--- config.mk ---
export PLATFORM = sky130hd
export DESIGN_NAME = uart_tx_frame_flat
export DESIGN_NICKNAME = d
export VERILOG_FILES = /design/src/rtl/uart_pkg.sv /design/src/rtl/uart_tx_frame_if.sv /design/src/rtl/uart_baud_gen.sv /design/src/rtl/uart_tx_frame.sv /design/src/flat_wrapper.sv
export SDC_FILE = /design/constraint.sdc
export NUM_CORES = 1
export LEC_CHECK = 0
export BUFFER_PORTS_ARGS = -buffer_cell sky130_fd_sc_hd__buf_2
export CORE_MARGIN = 1
export CORE_UTILIZATION = 40
export DETAILED_ROUTE_END_ITERATION = 10
export PLACE_DENSITY = 0.69
export SYNTH_ARGS = -nofsm -noshare
export SYNTH_HDL_FRONTEND = slang
export SYNTH_SLANG_ARGS = --single-unit
--- constraint.sdc ---
create_clock -name clk -period 2.2 [get_ports clk]
set_clock_uncertainty 0.15 [all_clocks]
set_input_delay 0.22 -clock clk [delete_from_list [all_inputs] [get_ports clk]]
set_output_delay 0.22 -clock clk [all_outputs]
set_load 0.005 [all_outputs]
--- src/rtl/uart_pkg.sv ---
// State encoding and line levels for the UART frame transmitter.
// Build option UART_TX_PARITY_EN adds the PARITY state.
package uart_pkg;

    typedef enum logic [2:0] {
        ST_IDLE   = 3'd0,
        ST_START  = 3'd1,
        ST_DATA   = 3'd2,
`ifdef UART_TX_PARITY_EN
        ST_PARITY = 3'd3,
`endif
        ST_STOP   = 3'd4
    } tx_state_t;

    localparam logic IDLE_LEVEL  = 1'b1;
    localparam logic START_LEVEL = 1'b0;

endpackage

--- src/rtl/uart_tx_frame_if.sv ---
// Frame handshake and serial-line signals between a frame source and the transmitter.
interface uart_tx_frame_if #(
    parameter int DATA_W = 8
);
    logic [DATA_W-1:0] tx_data;
    logic              tx_valid;
    logic              tx_ready;
    logic              tx_out;
    logic              tx_busy;
    logic              tx_done;

    modport master (
        output tx_data, tx_valid,
        input  tx_ready, tx_out, tx_busy, tx_done
    );

    modport slave (
        input  tx_data, tx_valid,
        output tx_ready, tx_out, tx_busy, tx_done
    );
endinterface

--- src/rtl/uart_baud_gen.sv ---
// Bit-period timer: one-cycle bit_tick every CLK_DIV cycles while enabled,
// realigned to zero by restart so the first bit of a frame is full length.
module uart_baud_gen #(
    parameter int CLK_DIV = 16
) (
    input  logic clk,
    input  logic reset,
    input  logic enable,
    input  logic restart,
    output logic bit_tick
);
    localparam int CNT_W = (CLK_DIV > 1) ? $clog2(CLK_DIV) : 1;
    localparam logic [CNT_W-1:0] CNT_LAST = CNT_W'(CLK_DIV - 1);

    logic [CNT_W-1:0] cnt_q;

    always_ff @(posedge clk or posedge reset) begin
        if (reset) begin
            cnt_q <= '0;
        end else if (restart || !enable || (cnt_q == CNT_LAST)) begin
            cnt_q <= '0;
        end else begin
            cnt_q <= cnt_q + CNT_W'(1);
        end
    end

    assign bit_tick = enable && (cnt_q == CNT_LAST);

endmodule

--- src/rtl/uart_tx_frame.sv ---
// UART frame transmitter: start, DATA_W data bits, optional parity, STOP_BITS stop bits.
// Parity bit and PARITY state exist only when UART_TX_PARITY_EN is defined.
module uart_tx_frame
    import uart_pkg::*;
#(
    parameter int DATA_W     = 8,
    parameter int CLK_DIV    = 16,
    parameter int STOP_BITS  = 1,
    parameter int MSB_FIRST  = 0,
    parameter int PARITY_ODD = 0
) (
    input  logic            clk,
    input  logic            reset,
    uart_tx_frame_if.slave  bus
);
    localparam int IDX_W = $clog2(DATA_W);
    localparam logic [IDX_W-1:0] DATA_LAST = IDX_W'(DATA_W - 1);

    tx_state_t         state_q, state_d;
    logic [DATA_W-1:0] sreg_q;
    logic [IDX_W-1:0]  bit_idx_q;
    logic              stop_idx_q;
    logic              done_q;
    logic              accept;
    logic              bit_tick;
    logic              last_stop;
    logic              line;

    assign accept    = bus.tx_valid && bus.tx_ready;
    assign last_stop = (STOP_BITS == 1) || stop_idx_q;

    uart_baud_gen #(.CLK_DIV(CLK_DIV)) u_baud (
        .clk      (clk),
        .reset    (reset),
        .enable   (state_q != ST_IDLE),
        .restart  (accept),
        .bit_tick (bit_tick)
    );

    always_ff @(posedge clk or posedge reset) begin
        if (reset) begin
            state_q <= ST_IDLE;
        end else begin
            state_q <= state_d;
        end
    end

    always_comb begin
        state_d = state_q;
        unique case (state_q)
            ST_IDLE:   if (accept) state_d = ST_START;
            ST_START:  if (bit_tick) state_d = ST_DATA;
`ifdef UART_TX_PARITY_EN
            ST_DATA:   if (bit_tick && (bit_idx_q == DATA_LAST)) state_d = ST_PARITY;
            ST_PARITY: if (bit_tick) state_d = ST_STOP;
`else
            ST_DATA:   if (bit_tick && (bit_idx_q == DATA_LAST)) state_d = ST_STOP;
`endif
            ST_STOP:   if (bit_tick && last_stop) state_d = ST_IDLE;
            default:   state_d = ST_IDLE;
        endcase
    end

    // Data is shifted toward the output end so the line always reads a fixed bit.
    always_ff @(posedge clk or posedge reset) begin
        if (reset) begin
            sreg_q     <= '0;
            bit_idx_q  <= '0;
            stop_idx_q <= 1'b0;
            done_q     <= 1'b0;
        end else begin
            done_q <= (state_q == ST_STOP) && bit_tick && last_stop;
            if (accept) begin
                sreg_q     <= bus.tx_data;
                bit_idx_q  <= '0;
                stop_idx_q <= 1'b0;
            end else if ((state_q == ST_DATA) && bit_tick) begin
                if (MSB_FIRST != 0) begin
                    sreg_q <= {sreg_q[DATA_W-2:0], 1'b0};
                end else begin
                    sreg_q <= {1'b0, sreg_q[DATA_W-1:1]};
                end
                bit_idx_q <= (bit_idx_q == DATA_LAST) ? '0 : bit_idx_q + IDX_W'(1);
            end else if ((state_q == ST_STOP) && bit_tick) begin
                stop_idx_q <= !last_stop;
            end
        end
    end

`ifdef UART_TX_PARITY_EN
    logic parity_q;

    always_ff @(posedge clk or posedge reset) begin
        if (reset) begin
            parity_q <= 1'b0;
        end else if (accept) begin
            parity_q <= (^bus.tx_data) ^ (PARITY_ODD != 0);
        end
    end
`else
    wire unused_parity_odd = (PARITY_ODD != 0);
`endif

    always_comb begin
        line = IDLE_LEVEL;
        case (state_q)
            ST_START:  line = START_LEVEL;
            ST_DATA:   line = (MSB_FIRST != 0) ? sreg_q[DATA_W-1] : sreg_q[0];
`ifdef UART_TX_PARITY_EN
            ST_PARITY: line = parity_q;
`endif
            default:   line = IDLE_LEVEL;
        endcase
    end

    assign bus.tx_out   = line;
    assign bus.tx_ready = (state_q == ST_IDLE);
    assign bus.tx_busy  = (state_q != ST_IDLE);
    assign bus.tx_done  = done_q;

endmodule
--- src/flat_wrapper.sv ---
// flat-port wrapper written by rule: the top's interface ports become plain ports
module uart_tx_frame_flat import uart_pkg::*;
#(
    parameter int DATA_W     = 8,
    parameter int CLK_DIV    = 16,
    parameter int STOP_BITS  = 1,
    parameter int MSB_FIRST  = 0,
    parameter int PARITY_ODD = 0
)
  (clk, reset, bus_tx_data, bus_tx_valid, bus_tx_ready, bus_tx_out, bus_tx_busy, bus_tx_done);
  uart_tx_frame_if #(.DATA_W(DATA_W)) bus_i ();
  input  logic clk;
  input  logic reset;
  input wire logic [$bits(bus_i.tx_data)-1:0] bus_tx_data;
  input wire logic [$bits(bus_i.tx_valid)-1:0] bus_tx_valid;
  output wire logic [$bits(bus_i.tx_ready)-1:0] bus_tx_ready;
  output wire logic [$bits(bus_i.tx_out)-1:0] bus_tx_out;
  output wire logic [$bits(bus_i.tx_busy)-1:0] bus_tx_busy;
  output wire logic [$bits(bus_i.tx_done)-1:0] bus_tx_done;
  assign bus_i.tx_data = bus_tx_data;
  assign bus_i.tx_valid = bus_tx_valid;
  assign bus_tx_ready = bus_i.tx_ready;
  assign bus_tx_out = bus_i.tx_out;
  assign bus_tx_busy = bus_i.tx_busy;
  assign bus_tx_done = bus_i.tx_done;
  uart_tx_frame #(.DATA_W(DATA_W), .CLK_DIV(CLK_DIV), .STOP_BITS(STOP_BITS), .MSB_FIRST(MSB_FIRST), .PARITY_ODD(PARITY_ODD)) u_core (.clk(clk), .reset(reset), .bus(bus_i));
endmodule
==> run summary, run 1 <==
status: finished clean
leakage: 0.525 nW
crit path cell chain: and2b_1, a21oi_1, or2_2, buf_2
Filler cells: 212
initial core utilization: 42.9%
Antenna Violating Nets Remaining: 0
M1 WL: 917 µm
placed inst area: 1030 µm²
DIE AREA: 2600 µm²
max_slew headroom: 51.9%
type of the most critical hold path: in -> reg
vias in the first global route: 751
clk sinks: 19
Register Area: 475 µm²
Worst-path clk slew: 110 ps
I/O pin count: 15
f_max: 512 MHz
Post-CTS Setup Inserts: 0
yosys synthesis warning count: 0
global route overflow: 0
H-tree levels: 1
worst path arrival time: 1580 ps
synthesis-to-finish area growth: 16.1%
cells after synthesis: 90
Mean Syn Cell Area: 10.6 µm²
Worst Max-Slew Pin Slew: 721 ps
first-pass GRT wire length: 3240 µm
CTS tree: built
Ant. Diodes: 0
WL per Instance: 13.7 µm
CP bufs+invs: 1
Clock Latency Late Sink: 300 ps
Worst setup SP type: register
share of layout cells above drive strength 1: 22.0%
met2 wire len: 852 µm
commonest non-fill, non-tap cell in the layout: dfrtp_1
RD Place Congestion: 0.762
Tcrit/Tclk final: 88.7%
top sig layer: met4
# nets final: 124
setup TNS: 0 ps
number of port buffers: 14
Inst Count DP: 128
setup violators final: 0
max-cap violations: 0
initial drt markers: 13
unrepaired setup endpoints after global routing: no
Clock Tree Buf Depth: 2
Root Buffer: clkbuf_4
register area share after synthesis: 49.6%
hpwl dp: 1310 µm
Non-Filler Instances: 137
Die Height: 51.0 µm
CP max FO: 11
Worst IR Drop VDD: 0.000329 V
row cnt: 17
DR pass1 iterations: 4
core area: 2230 µm²
initial antenna violation count: 0
Yosys cell types: 33
crit path time final: 1950 ps
#FFs+latches synth: 19
Crit. End Element: primary output
DRC viols: 0
Inserted Clock Buffers: 3
Multi-input gate area: 424 µm²
syn nets: 104
Fin. Hold Viols: 0
Via density: 5.47
Crit-path slowest cell: dfrtp_1
Power Density: 510 nW/µm²
data required time of the critical path: 1830 ps
most frequent cells in the layout: dfrtp_1, buf_2, nor2_1
post-synthesis cell area: 958 µm²
DR vias: 749
fin area: 1110 µm²
CP top delay family: flip-flops
largest stage delay on the critical path: 630 ps
met3 WL: 91 µm
GRT Total Usage: 17.1%
hold_ws: 21.9 ps
largest net degree at the start of global routing: 20
Pwr Total: 0.568 mW
Setup CP Type: reg -> out
routed wire length: 1880 µm
chip width: 51.0 µm
Final Slew Violations: 0
==> state kept, by name (all words and copies together) (netlist names) <==
name	cells
u_core.bit_idx_q	3
u_core.bus.tx_done	1
u_core.sreg_q	8
u_core.state_q	3
u_core.u_baud.cnt_q	4
==> layer usage <==
| layer | vias to the layer above | track usage [%] |
|---|---|---|
| met5 | - | 0 |
| met4 | 0 | 6.94 |
| met3 | 2 | 5.95 |
| met2 | 16 | 25.4 |
| met1 | 363 | 22.3 |
| li1 | 368 | - |
==> power by group <==
part | internal (mW) | leakage, nW | switching [mW]
clock network | 0.0678 | 0.0177 | 0.111
logic | 0.0177 | 0.260 | 0.0132
registers | 0.355 | 0.248 | 0.00326
==> metrics by stage <==
stage,util [%],setup WS [ps]
floorplan,-,507
global placement,46.3,407
detailed placement,46.3,334
CTS,49.8,249
global route,49.8,149
finish,49.8,248
==> final timing paths <==
check	startpoint	to	slack, ps	depth (start not counted)
worst max-delay path	u_core.state_q[0]	bus_tx_out	250	4
worst min-delay path	bus_tx_data[6]	u_core.sreg_q[6]	20	2
worst max register to register	u_core.u_baud.cnt_q[0]	u_core.sreg_q[3]	280	4
worst min register to register	u_core.u_baud.cnt_q[0]	u_core.u_baud.cnt_q[0]	370	1
max in group asynchronous	reset	u_core.sreg_q[7]	1010	3
min in group asynchronous	reset	u_core.sreg_q[4]	430	3
==> cell type report <==
| class | count | area share (%) |
|---|---|---|
| Inverter | 6 | 2.02 |
| Sequential cell | 19 | 42.7 |
| Clock inverter | 1 | 0.450 |
| Timing Repair Buffer | 20 | 11.5 |
| Tap cell | 28 | 3.15 |
| Multi-Input combinational cell | 60 | 38.1 |
| Clock buffer | 3 | 2.02 |
==> cells in the mapped netlist (all sizes together) <==
library cell | instances | share of area, %
dfrtp | 19 | 50
nor2 | 7 | 2.7
and3 | 6 | 3.9
inv | 6 | 2.3
nand3 | 6 | 3.1
a21oi | 5 | 3.0
nand2 | 5 | 2.0
a221o | 4 | 4.2
buf | 4 | 3.4
o21ai | 4 | 2.1
ha | 3 | 3.9
nand4b | 2 | 1.8
nor4b | 2 | 3.4
a221oi | 1 | 0.91
a22o | 1 | 1.0
a22oi | 1 | 0.78
a31oi | 1 | 0.65
a32oi | 1 | 0.91
a41oi | 1 | 0.91
and2 | 1 | 0.65
and2b | 1 | 0.78
clkbuf | 1 | 0.39
nor3 | 1 | 0.52
nor3b | 1 | 2.0
o31ai | 1 | 0.78
o41ai | 1 | 0.91
or2 | 1 | 0.65
or3 | 1 | 0.65
or4b | 1 | 1.0
xnor2 | 1 | 0.91
==> timing repair <==
action,in CTS,in global routing
resized for setup,0,0
hold buffers,5,0
hold endpoints to repair,23,0
==> cells by family (layout without fill, tap and decap cells) <==
| logic type | Yosys count | in the layout | synth area share, % |
|---|---|---|---|
| flip-flops | 19 | 19 | 49.6 |
| buffers and inverters | 11 | 30 | 6.14 |
| AO/OA/AOI/OAI | 21 | 21 | 16.2 |
| adder cells (fa/ha/maj) | 3 | 3 | 3.92 |
| XOR/XNOR | 1 | 1 | 0.914 |
| AND/OR/NAND/NOR | 35 | 35 | 23.2 |
Note: power is estimated with default switching activity, not from simulation.
==> inputs of run 2 (changes only) <==
--- a/config.mk
+++ b/config.mk
@@ -9,6 +9,7 @@
 export CORE_MARGIN = 1
 export CORE_UTILIZATION = 40
 export DETAILED_ROUTE_END_ITERATION = 10
+export MAX_ROUTING_LAYER = met4
 export PLACE_DENSITY = 0.69
 export SYNTH_ARGS = -nofsm -noshare
 export SYNTH_HDL_FRONTEND = slang
==> run 2 against run 1 <==
Effect of this change: worst hold slack barely moved; maximum frequency barely moved; non-clock buffer count did not move; sequential power barely moved; highest routed layer unchanged; clock power barely moved; flip-flop and latch count did not move; sequential share of layout area did not move; combinational power barely moved; via count rose by 0.13%; global-route usage rose by 0.46 points; power barely moved.
==> run summary, run 2 (synthesized netlist as in run 1, its figures left out) <==
Antenna Violating Nets Remaining: 0 (unchanged)
I/O pin count: 15 (unchanged)
hpwl dp: 1310 µm (unchanged)
Non-Filler Instances: 137 (unchanged)
Crit-path slowest cell: dfrtp_1
register share of total power: 63.1% (about the same)
f_max: 512 MHz (about the same)
clk sinks: 19 (unchanged)
initial drt markers: 13 (unchanged)
Comb pwr share: 5.4% (about the same)
Power Density: 510 nW/µm² (about the same)
global route overflow: 0 (unchanged)
max_slew headroom: 51.8% (-0.052 points)
Setup CP Type: reg -> out
DRC viols: 0 (unchanged)
Inst Count DP: 128 (unchanged)
Filler cells: 212 (unchanged)
DR vias: 750 (+0.13%)
Root Buffer: clkbuf_4
initial core utilization: 42.9% (unchanged)
hold depth: 2 (unchanged)
Via density: 5.47 (+0.13%)
GRT Total Usage: 17.5% (+0.46 points)
gr busiest metal: met2
most frequent cells in the layout: dfrtp_1, buf_2, nor2_1
routed wire length: 1880 µm (about the same)
# nets final: 124 (unchanged)
Ant. Diodes: 0 (unchanged)
RD Place Congestion: 0.772 (+1.3%)
Post-CTS Setup Inserts: 0 (unchanged)
commonest non-fill, non-tap cell in the layout: dfrtp_1
Post-CTS Resized: 0 (unchanged)
Top Registers: u_core.sreg_q: 8 flops, u_core.u_baud.cnt_q: 4 flops
Clock Latency Late Sink: 300 ps (about the same)
R2R depth: 4 (unchanged)
row cnt: 17 (unchanged)
DR pass1 iterations: 4 (unchanged)
CP max FO: 11 (unchanged)
first-pass GRT wire length: 3240 µm (unchanged)
leakage: 0.525 nW (unchanged)
DIE AREA: 2600 µm² (unchanged)
reg2reg setup slack: 280 ps (about the same)
crit path time final: 1950 ps (+0.117 ps)
Crit Reg-Reg Startpoint: u_core.u_baud.cnt_q[0]
vias in the first global route: 752 (+0.13%)
Clock Tree Buf Depth: 2 (unchanged)
setup violators final: 0 (unchanged)
Sw Ratio: 22.4% (about the same)
number of port buffers: 14 (unchanged)
P_int: 0.440 mW (about the same)
type of the most critical hold path: in -> reg
worst path arrival time: 1580 ps (about the same)
max-cap violations: 0 (unchanged)
grt met3 use: 5.95% (unchanged)
Hold-fix buffers, CTS: 5 (unchanged)
number of flip-flops under the largest register name: 8 (unchanged)
Worst R2R End: u_core.sreg_q[3]
unrepaired setup endpoints after global routing: no
H-tree levels: 1 (unchanged)
Fin. Hold Viols: 0 (unchanged)
data required time of the critical path: 1830 ps (about the same)
Tcrit/Tclk final: 88.7% (about the same)
Final Util: 49.8% (unchanged)
largest stage delay on the critical path: 630 ps (about the same)
core area: 2230 µm² (unchanged)
Inserted Clock Buffers: 3 (unchanged)
CTS tree: built
Final Slew Violations: 0 (unchanged)
Die Height: 51.0 µm (unchanged)
share of layout cells above drive strength 1: 22.0% (unchanged)
met1 Use GR: 22.3% (unchanged)
initial antenna violation count: 0 (unchanged)
Worst-path clk slew: 110 ps (about the same)
Worst IR Drop VDD: 0.000329 V (about the same)
Clock power frac: 31.5% (about the same)
hold endpoint: u_core.sreg_q[6]
Sw Pwr: 0.127 mW (about the same)
synthesis-to-finish area growth: 16.1% (unchanged)
met2 Use GR: 25.4% (unchanged)
WL per Instance: 13.7 µm (about the same)
Worst Max-Slew Pin Slew: 722 ps (+0.786 ps)
status: finished clean
Worst setup SP type: register
Crit. End Element: primary output
setup TNS: 0 ps (unchanged)
Largest Register: u_core.sreg_q
hold_ws: 21.7 ps (-0.190 ps)
Hold Crit Start: bus_tx_data[6]
crit path cell chain: and2b_1, a21oi_1, or2_2, buf_2
chip width: 51.0 µm (unchanged)
largest net degree at the start of global routing: 20 (unchanged)
-- run 2: cell counts in the layout (fill, tap and decap cells not counted) --
Identical to the previous run, type by type.
-- run 2: worst max path at each step --
| stage | start | cells past startpoint | end | slack, ps |
|---|---|---|---|---|
| after floorplan | u_core.u_baud.cnt_q[0] | 5 | u_core.sreg_q[3] | 510 |
| after global placement | u_core.u_baud.cnt_q[0] | 4 | u_core.sreg_q[1] | 410 |
| after detailed placement | u_core.u_baud.cnt_q[0] | 4 | u_core.sreg_q[3] | 330 |
| after CTS | u_core.state_q[0] | 4 | bus_tx_out | 250 |
| after global routing | u_core.u_baud.cnt_q[0] | 4 | u_core.sreg_q[1] | 150 |
| final | u_core.state_q[0] | 4 | bus_tx_out | 250 |
-- run 2: power groups by stage --
stage	clock (mW)	combinational, mW	sequential [mW]
final	0.179	0.0308	0.358
after global routing	0.199	0.0348	0.359
after CTS	0.187	0.0317	0.358
after detailed placement	0	0.0250	0.365
after global placement	0	0.0238	0.365
after floorplan	0	0.0128	0.364
-- run 2: critical path: cells and delay by family, from the launching register on --
family	cells	cell delay, ps
and+or+nand+nor	2	480
buffers and inverters	1	130
DFF	1	630
AOI/OAI and AO/OA	1	40
-- run 2: metrics by stage --
stage,area [µm²],total power [mW],setup slack [ps]
after floorplan,958,0.376,507
after global placement,1030,0.388,407
after global routing,1110,0.593,149
after CTS,1110,0.577,249
final,1110,0.568,248
after detailed placement,1030,0.390,334
-- run 2: layout make-up --
type | instances | area, µm² | area share, %
Sequential cell | 19 | 475 | 42.7
Multi-Input combinational cell | 60 | 424 | 38.1
Timing Repair Buffer | 20 | 128 | 11.5
Tap cell | 28 | 35.0 | 3.15
Clock buffer | 3 | 22.5 | 2.02
Inverter | 6 | 22.5 | 2.02
Clock inverter | 1 | 5.00 | 0.450
-- run 2: routing by layer --
metal  vias up  routed length (µm)
met1       363                 909
met4         0                  16
met3         2                  91
li1        369                   -
met2        16                 858
met5         -                   0
==> inputs of run 3 (changes only) <==
--- a/config.mk
+++ b/config.mk
@@ -5,9 +5,10 @@
 export SDC_FILE = /design/constraint.sdc
 export NUM_CORES = 1
 export LEC_CHECK = 0
-export BUFFER_PORTS_ARGS = -buffer_cell sky130_fd_sc_hd__buf_2
+export BUFFER_PORTS_ARGS = -buffer_cell sky130_fd_sc_hd__buf_4
 export CORE_MARGIN = 1
 export CORE_UTILIZATION = 40
+export CTS_CLUSTER_SIZE = 10
 export DETAILED_ROUTE_END_ITERATION = 10
 export MAX_ROUTING_LAYER = met4
 export PLACE_DENSITY = 0.69
==> run 3 against run 2 <==
Effect of this change: flip-flop and latch count unchanged; register-to-register slack improved by 30 ps; cell area increased by 4.8%; sequential share of layout area decreased by 2.0 points; sequential power about the same; via count increased by 5.3%; largest power group unchanged.
==> run summary, run 3 (synthesized netlist as in run 1, its figures left out) <==
routed wire length: 1870 µm (-0.48%)
number of flip-flops under the largest register name: 8 (unchanged)
Worst Max-Slew Pin Slew: 709 ps (-12.3 ps)
type of the most critical hold path: in -> reg
worst path arrival time: 1580 ps (about the same)
initial antenna violation count: 0 (unchanged)
I/O pin count: 15 (unchanged)
setup TNS: 0 ps (unchanged)
Crit. End Element: primary output
Final Util: 52.2% (+2.4 points)
synthesis-to-finish area growth: 21.7%
CP max FO: 11 (unchanged)
Die Height: 51.0 µm (unchanged)
vias in the first global route: 709 (-5.7%)
DIE AREA: 2600 µm² (unchanged)
share of layout cells above drive strength 1: 20.7% (-1.3 points)
Top Registers: u_core.sreg_q: 8 flops, u_core.u_baud.cnt_q: 4 flops
f_max: 512 MHz (about the same)
Worst IR Drop VDD: 0.000341 V (+3.5%)
CTS tree: built
Crit-path slowest cell: dfrtp_1
hold depth: 3 (+1)
clk sinks: 19 (unchanged)
core area: 2230 µm² (unchanged)
DR pass1 iterations: 4 (unchanged)
data required time of the critical path: 1830 ps (about the same)
hold endpoint: u_core.sreg_q[0]
Via density: 5.68 (+3.8%)
Pwr Total: 0.578 mW (+1.9%)
Inst Count DP: 128 (unchanged)
Clock Latency Late Sink: 300 ps (about the same)
Fin. Hold Viols: 0 (unchanged)
Root Buffer: clkbuf_4
row cnt: 17 (unchanged)
first-pass GRT wire length: 3130 µm (-3.2%)
WL per Instance: 13.4 µm (-1.9%)
Tcrit/Tclk final: 88.8% (about the same)
Final Slew Violations: 0 (unchanged)
# nets final: 126 (+1.6%)
global route overflow: 0 (unchanged)
largest net degree at the start of global routing: 20 (unchanged)
Setup WS pre-CTS: 325 ps (-8.54 ps)
hpwl dp: 1280 µm (-2.7%)
largest stage delay on the critical path: 610 ps (-20 ps)
Worst setup SP type: register
crit path time final: 1950 ps (+1.58 ps)
Setup CP Type: reg -> out
RD Place Congestion: 0.788 (+2.2%)
H-tree levels: 1 (unchanged)
unrepaired setup endpoints after global routing: no
CP top delay family: flip-flops
number of port buffers: 14 (unchanged)
R2R depth: 4 (unchanged)
Ant. Diodes: 0 (unchanged)
Non-Filler Instances: 139 (+1.5%)
fin area: 1170 µm² (+4.8%)
Antenna Violating Nets Remaining: 0 (unchanged)
commonest non-fill, non-tap cell in the layout: dfrtp_1
Worst-path clk slew: 110 ps (about the same)
status: finished clean
DRC viols: 0 (unchanged)
Hold Crit Start: bus_tx_data[0]
Final Worst Setup Slack: 247 ps (-1.58 ps)
Worst R2R End: u_core.sreg_q[1]
DR vias: 790 (+5.3%)
initial core utilization: 42.9% (unchanged)
CP bufs+invs: 1 (unchanged)
setup violators final: 0 (unchanged)
reg2reg setup slack: 310 ps (+30 ps)
Post-CTS Resized: 0 (unchanged)
leakage: 0.543 nW (+3.4%)
crit path cell chain: and2b_1, a21oi_1, or2_2, buf_4
placed inst area: 1070 µm² (+3.4%)
chip width: 51.0 µm (unchanged)
initial drt markers: 26 (+13)
Clock Tree Buf Depth: 2 (unchanged)
hold_ws: 40.5 ps (+18.7 ps)
max_slew headroom: 52.7% (+0.82 points)
Crit Reg-Reg Startpoint: u_core.u_baud.cnt_q[0]
GRT Total Usage: 17.2% (-0.36 points)
Largest Register: u_core.sreg_q
max-cap violations: 0 (unchanged)
Power Density: 496 nW/µm² (-2.8%)
most frequent cells in the layout: dfrtp_1, buf_4, nor2_1, dlygate4sd3_1
Inserted Clock Buffers: 3 (unchanged)
-- run 3: area by class of cell --
cell class,instances,area [µm²]
fill,215,1070
sequential,19,475
multi-input combinational,60,424
timing repair buffer,22,183
tap,28,35.0
clock buffer,4,26.3
inverter,6,22.5
-- run 3: worst reg2reg max path, delay by kind of cell, from the launching register on --
family,cells,cell delay (ps)
flip-flops,1,430
AO/OA/AOI/OAI,1,330
AND/OR/NAND/NOR,2,610
adder cells (fa/ha/maj),1,270
-- run 3: worst max-delay path by stage --
stage / from / to / slack, ps / cells past startpoint
floorplan: u_core.u_baud.cnt_q[0] / u_core.sreg_q[3] / 510 / 5
global placement: u_core.u_baud.cnt_q[0] / u_core.sreg_q[3] / 410 / 4
detailed placement: u_core.u_baud.cnt_q[0] / u_core.sreg_q[1] / 330 / 4
CTS: u_core.state_q[0] / bus_tx_out / 230 / 4
global route: u_core.state_q[0] / bus_tx_out / 160 / 4
finish: u_core.state_q[0] / bus_tx_out / 250 / 4
-- run 3: power by group --
part | internal (mW) | switching, mW | total (mW)
Combinational | 0.0248 | 0.0139 | 0.0388
Clock | 0.0708 | 0.111 | 0.181
Sequential | 0.355 | 0.00331 | 0.358
Total | 0.451 | 0.128 | 0.578
-- run 3: what timing repair did --
item | in CTS | in global routing
hold endpoints to repair | 25 | 0
hold buffers | 7 | 0
buffers inserted | 0 | 0
-- run 3: layer usage --
layer / vias to the layer above / routed length [µm] / global-route usage (%)
met5: - / 0 / -
met1: 381 / 841 / 19.4
met2: 29 / 894 / 28.1
met4: 0 / 36 / 6.94
li1: 374 / - / -
met3: 6 / 95 / 5.36
